### config.mk
export PLATFORM = sky130hd
export DESIGN_NAME = serv_alu_seq
export DESIGN_NICKNAME = d
export VERILOG_FILES = /design/src/rtl/serv_alu_seq.sv
export SDC_FILE = /design/constraint.sdc
export NUM_CORES = 1
export LEC_CHECK = 0
export ABC_AREA = 0
export CORE_ASPECT_RATIO = 1.5
export CORE_MARGIN = 3
export CORE_UTILIZATION = 30
export CTS_BUF_LIST = sky130_fd_sc_hd__clkbuf_2 sky130_fd_sc_hd__clkbuf_4 sky130_fd_sc_hd__clkbuf_8
export DETAILED_ROUTE_END_ITERATION = 10
export PLACE_DENSITY = 0.52
export SYNTH_ARGS = -nofsm -noshare
export SYNTH_HDL_FRONTEND = slang
export SYNTH_SLANG_ARGS = --single-unit
### constraint.sdc
create_clock -name clk -period 2 [get_ports clk]
set_clock_uncertainty 0.1 [all_clocks]
set_input_delay 0.5 -clock clk [delete_from_list [all_inputs] [get_ports clk]]
set_output_delay 0.5 -clock clk [all_outputs]
set_load 0.02 [all_outputs]
### src/rtl/serv_alu_seq.sv
// serv_alu_seq: sequencer that runs one 32-bit ALU operation through a bit-serial ALU.
//
// A word-wide request (opcode, rs1, op_b) is accepted over a valid/ready handshake. The operands
// are streamed LSB-first into the ALU W bits per cycle. The serial result is collected and then
// returned over a second valid/ready handshake.
//
// Ports:
//   clk, i_rst_n                      clock (rising edge), async active-low reset
//   i_req_valid/o_req_ready           request handshake; ready only in IDLE
//   i_req_op, i_req_rs1, i_req_op_b   opcode (0 ADD,1 SUB,2 SLT,3 SLTU,4 XOR,5 OR,6 AND,7 EQ)
//   o_rsp_valid/i_rsp_ready           response handshake
//   o_rsp_rd                          result word, stable while o_rsp_valid
//   o_alu_*                           ALU control and data slices; o_alu_buf tied low
//   i_alu_rd, i_alu_cmp               ALU result slice and compare flag
//   i_abort                           only with SERV_ALU_SEQ_ABORT_EN: drops the op in SETUP/RUN
//
// Optional feature macro: SERV_ALU_SEQ_ABORT_EN.
module serv_alu_seq #(
  parameter int unsigned W = 1,
  parameter int unsigned B = W - 1
) (
  input  logic        clk,
  input  logic        i_rst_n,
  input  logic        i_req_valid,
  output logic        o_req_ready,
  input  logic [2:0]  i_req_op,
  input  logic [31:0] i_req_rs1,
  input  logic [31:0] i_req_op_b,
  output logic        o_rsp_valid,
  input  logic        i_rsp_ready,
  output logic [31:0] o_rsp_rd,
`ifdef SERV_ALU_SEQ_ABORT_EN
  input  logic        i_abort,
`endif
  output logic        o_alu_en,
  output logic        o_alu_cnt0,
  output logic        o_alu_sub,
  output logic        o_alu_cmp_eq,
  output logic        o_alu_cmp_sig,
  output logic [1:0]  o_alu_bool_op,
  output logic [2:0]  o_alu_rd_sel,
  output logic [B:0]  o_alu_rs1,
  output logic [B:0]  o_alu_op_b,
  output logic [B:0]  o_alu_buf,
  input  logic [B:0]  i_alu_rd,
  input  logic        i_alu_cmp
);

  localparam int unsigned N  = 32 / W;
  localparam int unsigned CW = (N > 1) ? $clog2(N) : 1;

  typedef enum logic [1:0] {StIdle, StSetup, StRun, StDone} state_e;

  state_e          state_q, state_d;
  logic [2:0]      op_q, op_d;
  logic [31:0]     rs1_q, rs1_d;
  logic [31:0]     op_b_q, op_b_d;
  logic [31:0]     res_q, res_d;
  logic            cmp_q, cmp_d;
  logic [CW-1:0]   cnt_q, cnt_d;
  logic            last_beat;
  logic            is_cmp_op;
  logic [31+W:0]   res_cat;

  assign last_beat = (cnt_q == CW'(N - 1));
  // New slice enters at the MSB end so the word is LSB-aligned after N beats.
  assign res_cat   = {i_alu_rd, res_q};

  always_comb begin
    state_d = state_q;
    op_d    = op_q;
    rs1_d   = rs1_q;
    op_b_d  = op_b_q;
    res_d   = res_q;
    cmp_d   = cmp_q;
    cnt_d   = cnt_q;
    unique case (state_q)
      StIdle: begin
        if (i_req_valid) begin
          op_d    = i_req_op;
          rs1_d   = i_req_rs1;
          op_b_d  = i_req_op_b;
          state_d = StSetup;
        end
      end
      StSetup: begin
        cnt_d   = '0;
        state_d = StRun;
      end
      StRun: begin
        rs1_d  = rs1_q >> W;
        op_b_d = op_b_q >> W;
        res_d  = res_cat[31+W:W];
        cnt_d  = cnt_q + 1'b1;
        if (last_beat) begin
          cmp_d   = i_alu_cmp;
          state_d = StDone;
        end
      end
      StDone: begin
        if (i_rsp_ready) state_d = StIdle;
      end
      default: state_d = StIdle;
    endcase
`ifdef SERV_ALU_SEQ_ABORT_EN
    // Abort wins over RUN->DONE; no response is ever raised for the dropped op.
    if (i_abort && (state_q == StSetup || state_q == StRun)) state_d = StIdle;
`endif
  end

  always_ff @(posedge clk or negedge i_rst_n) begin
    if (!i_rst_n) begin
      state_q <= StIdle;
      op_q    <= '0;
      rs1_q   <= '0;
      op_b_q  <= '0;
      res_q   <= '0;
      cmp_q   <= 1'b0;
      cnt_q   <= '0;
    end else begin
      state_q <= state_d;
      op_q    <= op_d;
      rs1_q   <= rs1_d;
      op_b_q  <= op_b_d;
      res_q   <= res_d;
      cmp_q   <= cmp_d;
      cnt_q   <= cnt_d;
    end
  end

  // Controls are decoded from the registered opcode in every state, so during SETUP the ALU
  // (with o_alu_en low) preloads its carry from o_alu_sub.
  always_comb begin
    o_alu_sub     = 1'b0;
    o_alu_cmp_eq  = 1'b0;
    o_alu_cmp_sig = 1'b0;
    o_alu_bool_op = 2'b01;
    o_alu_rd_sel  = 3'b000;
    is_cmp_op     = 1'b0;
    unique case (op_q)
      3'd0: o_alu_rd_sel = 3'b001;
      3'd1: begin
        o_alu_sub    = 1'b1;
        o_alu_rd_sel = 3'b001;
      end
      3'd2: begin
        o_alu_sub     = 1'b1;
        o_alu_cmp_sig = 1'b1;
        is_cmp_op     = 1'b1;
      end
      3'd3: begin
        o_alu_sub = 1'b1;
        is_cmp_op = 1'b1;
      end
      3'd4: begin
        o_alu_bool_op = 2'b00;
        o_alu_rd_sel  = 3'b100;
      end
      3'd5: begin
        o_alu_bool_op = 2'b10;
        o_alu_rd_sel  = 3'b100;
      end
      3'd6: begin
        o_alu_bool_op = 2'b11;
        o_alu_rd_sel  = 3'b100;
      end
      3'd7: begin
        o_alu_sub    = 1'b1;
        o_alu_cmp_eq = 1'b1;
        is_cmp_op    = 1'b1;
      end
      default: ;
    endcase
  end

  assign o_req_ready = (state_q == StIdle);
  assign o_rsp_valid = (state_q == StDone);
  assign o_rsp_rd    = is_cmp_op ? {31'b0, cmp_q} : res_q;
  assign o_alu_en    = (state_q == StRun);
  assign o_alu_cnt0  = (state_q == StRun) && (cnt_q == '0);
  assign o_alu_rs1   = rs1_q[B:0];
  assign o_alu_op_b  = op_b_q[B:0];
  assign o_alu_buf   = '0;

endmodule

[Yosys cells after proc, flatten, opt, wreduce, memory -nomap -nowiden]
Index checks and enable logic that the tools add are counted.
Storage, ports and cells
  output and inout port bits: 47
  flip-flop bits (word level): 107
  logic and storage cells: 52
Operators by class
  reduce and logical (&&, ||, !) cells: 14
  add/subtract/negate cells: 1
  muxes and demuxes: 16
  equal/unequal tests: 14
Operators with widths (count)
  $pmux 32 s2: 2
  $mux 32: 3
  $eq 3x3->1 const B: 4
  $pmux 5 s2: 1
  $pmux 2 s4: 1
  $eq 3x2->1 const B: 2
  $mux 2: 3
  $pmux 2 s3: 1
  $pmux 3 s2: 1
  $reduce_and 2->1: 3
  $reduce_or 3->1: 2
  $add 5x1->5 const B: 1
  $eq 5x5->1 const B: 1
  $logic_not 5->1: 1
  $eq 2x2->1 const B: 2
  $mux 1: 4
  $ne 2x1->1 const B: 2
  $reduce_bool 2->1: 2
  $reduce_or 4->1: 1
  $eq 3x1->1 const B: 1
  $logic_not 3->1: 1
  $reduce_and 3->1: 1
  $eq 2x1->1 const B: 1
  $logic_not 2->1: 1
  3 further kinds: 3

[Depth between registers and ports, before layout]
  depth after elaboration: 4
  gate-level depth with buffers: 8

[Worst setup path before layout]
No wires, ideal clock.
  path kind: register to output
  from: reg state_q[0]
  to: out o_alu_cnt0
  cell stages (with the launch flop): 7
  required time: 1.400 ns
  path slack: -0.253 ns
  data arrival time: 1.653 ns
  buffers on the path: 2
  cell sequence: dfrtp_1 inv_1 ha_1 buf_4 buf_2 nand3b_1 nor3_1
On the way
  word-level cells in the longest chain between the ends: 2
RTL lines
  start, declared: line 54  | state_e state_q, state_d;
  start signal, assigned: line 113  | state_q <= StIdle;
  start signal, assigned: line 121  | state_q <= state_d;
  $eq 2x2->1
  net o_alu_en: line 35  | output logic o_alu_en,
  $logic_and 1x1->1: line 180  | assign o_alu_cnt0 = (state_q == StRun) && (cnt_q == '0);
  end, declared: line 36  | output logic o_alu_cnt0,
The timed path passes the listed nets, and every way through them passes these cells.

[Final worst setup path]
  from: reg op_q[0]
  to: out o_rsp_rd[0]
On the way
  word-level cells in the longest chain between the ends: 4
RTL lines
  start, declared: line 55  | logic [2:0] op_q, op_d;
  start signal, assigned: line 122  | op_q <= op_d;
  $eq 3x3->1 or $eq 3x2->1 (tied branches): line 140  | unique case (op_q)
  $reduce_or 3->1 (no line) *
  $mux 1 *: line 140
  $mux 32 *: line 178  | assign o_rsp_rd = is_cmp_op ? {31'b0, cmp_q} : res_q;
  end, declared: line 31  | output logic [31:0] o_rsp_rd,
Every way passes the cells marked *; elsewhere a longest branch is shown, timed or not.

==> summary.md <==
| Metric | Value |
|---|---|
| Outcome | complete, but fails checks |
| Violated checks | negative setup slack |
| Netlist Area Pre-Place | 5130 sq um |
| Setup TNS Final | -3.80 ns |
| Synth top area cells | dfrtp_1 52%, mux2i_1 12%, mux2_2 8.1%, nand2_1 5.0%, and2_1 3.8% |
| Area grow syn2layout | 39.3% |
| Worst r2r path cells | 8 |
| FF-to-FF Start | state_q[0] |
| EDFF count, synth | 0 |
| FMAX | 460 MHz |
| Layout fillers | 1595 |
| Die area | 18700 sq um |
| # DRC | 0 |
| Congestion Overflow GR | 0 |
| CP arrival | 1.57 ns |
| Num CTS Buffers | 9 |
| # setup viols final | 32 |
| Root Driver | clkbuf_8 |
| Die height | 166 um |
| Post-route setup slack | -0.172 ns |
| Aggregate global-route resource usage | 12.4% |
| Unrepaired setup endpoints after global routing | true |
| Antenna Nets Post-Route | 0 |
| Leak | 3.18 nW |
| Router iterations before antenna repair | 4 |
| Yosys top cell area share | 52.2% |
| Yosys cell types | 32 |
| Pre-CTS setup slack | -0.234 ns |
| Most used DFF post-synth | dfrtp_1 |
| Layout Nets | 663 |
| Pin count of the biggest net entering global routing | 75 |
| Antenna violations before repair | 0 |
| Pwr dens | 1810 nW/um^2 |
| CTS tree | yes |
| IO Port Bufs | 117 |
| Avg Cell Area, Syn | 11.4 sq um |
| DR iter-0 viols | 101 |
| Fin crit share | 109% |
| Vias in the first global route | 3890 |
| Hold path startpoint | op_b_q[0] |
| Post-Layout Cell Count | 795 |
| Dpl hpwl | 7.95 mm |
| Initial Utilization | 31.1% |
| Clock sink count | 107 |
| Layout cells sized above 1 | 30.9% |
| Drt wl/cell | 14.8 um |
| Register area share after synthesis | 52.2% |
| Worst-path clk slew | 0.11 ns |
| Final wirelength | 11.7 mm |
| Skew-Pair Late Insertion Delay | 0.36 ns |
| CP max FO | 5 |
| Clock Tree Buf Depth | 2 |
| Async S/R FF share, synth | 100% |
| Number of max-cap violations | 0 |
| H-tree Lvls | 3 |
| Crit Path Class | flip-flop to output port |
| Ports | 120 |
| Area of the core | 16500 sq um |
| Post-Synthesis Cells | 451 |
| VDD IR max | 888 uV |
| Synthesis-stage register bit count | 107 |
| Req. time, crit path | 1.40 ns |
| Count leader, synth | dfrtp_1 |
| Hold Path Sink | op_b_q[0] |
| HP Class | flip-flop to flip-flop |
| FF-to-FF End | state_q[1] |
| Placed Cells | 766 |
| Fin. Hold Viols | 0 |
| Synth Warn # | 0 |
| Startpoint types | flip-flop |
| Die X | 113 um |
| Reg2reg setup slack | 0.14 ns |
| Crit path from | op_q[0] |
| ANT cells | 0 |
| Placement row count | 57 |
| Area leader, netlist | dfrtp_1 |
| Placer Congestion | 0.774 |
| Critical Path Sink Type | output port |
| Hold Path Cell Cnt | 2 |
| Global-route wire length before repair | 19.0 mm |
| Post-route minimum period | 2.17 ns |
| Top cells by count, synth | 107 x dfrtp_1, 68 x nand2_1, 64 x mux2i_1 |
| Vias | 3684 |
| Mean number of vias per cell | 4.63 |
| Fin. max-slew vios | 0 |
==> critical path, cell delays in order, from the launching register on <==
cell     delay (ns)
dfrtp_1        0.42
o21ai_4        0.23
buf_12         0.15
mux2_4         0.30
buf_6          0.13
==> area by class of cell <==
cell class	instances	area [sq um]	area share (%)
clock buffer	9	124	1.73
clock inverter	7	82.6	1.16
inverter	7	26.3	0.368
multi-input combinational	306	2300	32.2
sequential	107	2680	37.5
tap	206	258	3.61
timing repair buffer	153	1680	23.5
==> report_power, final <==
part / internal (mW) / leakage [nW] / switching (mW)
clock network: 0.604 / 0.104 / 0.782
registers: 3.22 / 1.31 / 0.625
logic: 4.09 / 1.76 / 3.58
total: 7.91 / 3.18 / 4.98
==> layout by cell type, fill, tap and decap left out, types with 2 or more instances in the layout <==
cell type	count
mux2_2	36
buf_16	3
nor2b_1	6
buf_2	6
dfrtp_1	107
clkbuf_8	9
o21ai_0	25
inv_1	4
conb_1	2
clkbuf_2	2
buf_12	9
and2_4	28
buf_6	36
nand3_1	5
inv_6	2
a31oi_1	2
mux2i_1	64
nand2_1	68
o21ai_2	12
nor2_1	4
inv_8	2
inv_2	3
and2_1	3
buf_4	20
clkbuf_16	3
clkdlybuf4s50_1	72
ha_1	5
o21ai_1	31
and3_1	2
==> flip-flops by register name (all words and copies together) (netlist names) <==
signal	cells
rs1_q	32
op_q	3
cnt_q	5
state_q	2
op_b_q	32
cmp_q	1
res_q	32
==> kinds of logic after synthesis <==
kind of cell             count (synthesis)  synth area share, %
AO/OA/AOI/OAI                           74                 8.39
adder cells (fa/ha/maj)                  6                 1.46
AND/OR/NAND/NOR                        121                 11.1
buffers and inverters                   39                 5.51
XOR/XNOR                                 1                0.171
other                                    1               0.0731
multiplexers                           102                 21.1
flip-flops                             107                 52.2
==> per-stage QoR <==
stage	util, %	cell area (sq um)	power, mW	hold slack (ns)
global placement	40.0	6590	10.3	0.260
finish	43.4	7140	12.9	0.386
floorplan	-	5150	8.38	0.104
detailed placement	40.0	6590	10.5	0.262
CTS	42.5	7010	12.6	0.394
global route	43.4	7140	13.9	0.405
==> worst max path at each step <==
| stage | to |
|---|---|
| final | o_rsp_rd[0] |
| after global routing | o_rsp_rd[8] |
| after CTS | o_rsp_rd[0] |
| after detailed placement | o_rsp_rd[0] |
| after global placement | o_rsp_rd[0] |
| after floorplan | o_alu_cnt0 |
==> routing by layer <==
| layer | GRT usage [%] | share of wire (%) | vias up | routed length [um] |
|---|---|---|---|---|
| met5 | 0 | 0 | - | 0 |
| met4 | 4.39 | 1.8 | 0 | 215 |
| met3 | 2.84 | 5.3 | 16 | 623 |
| met2 | 21.5 | 51 | 94 | 6020 |
| met1 | 14.9 | 42 | 1782 | 4880 |
| li1 | - | - | 1792 | - |
==> repair_timing <==
item,CTS,global route
gates resized for setup,260,26
pin swaps,8,6
endpoints found under the hold margin,9,0
cloned,2,4
endpoints found under the setup margin,44,82
hold buffers,1,0
buffers inserted,4,2
Power figures use the tool's default switching activity.
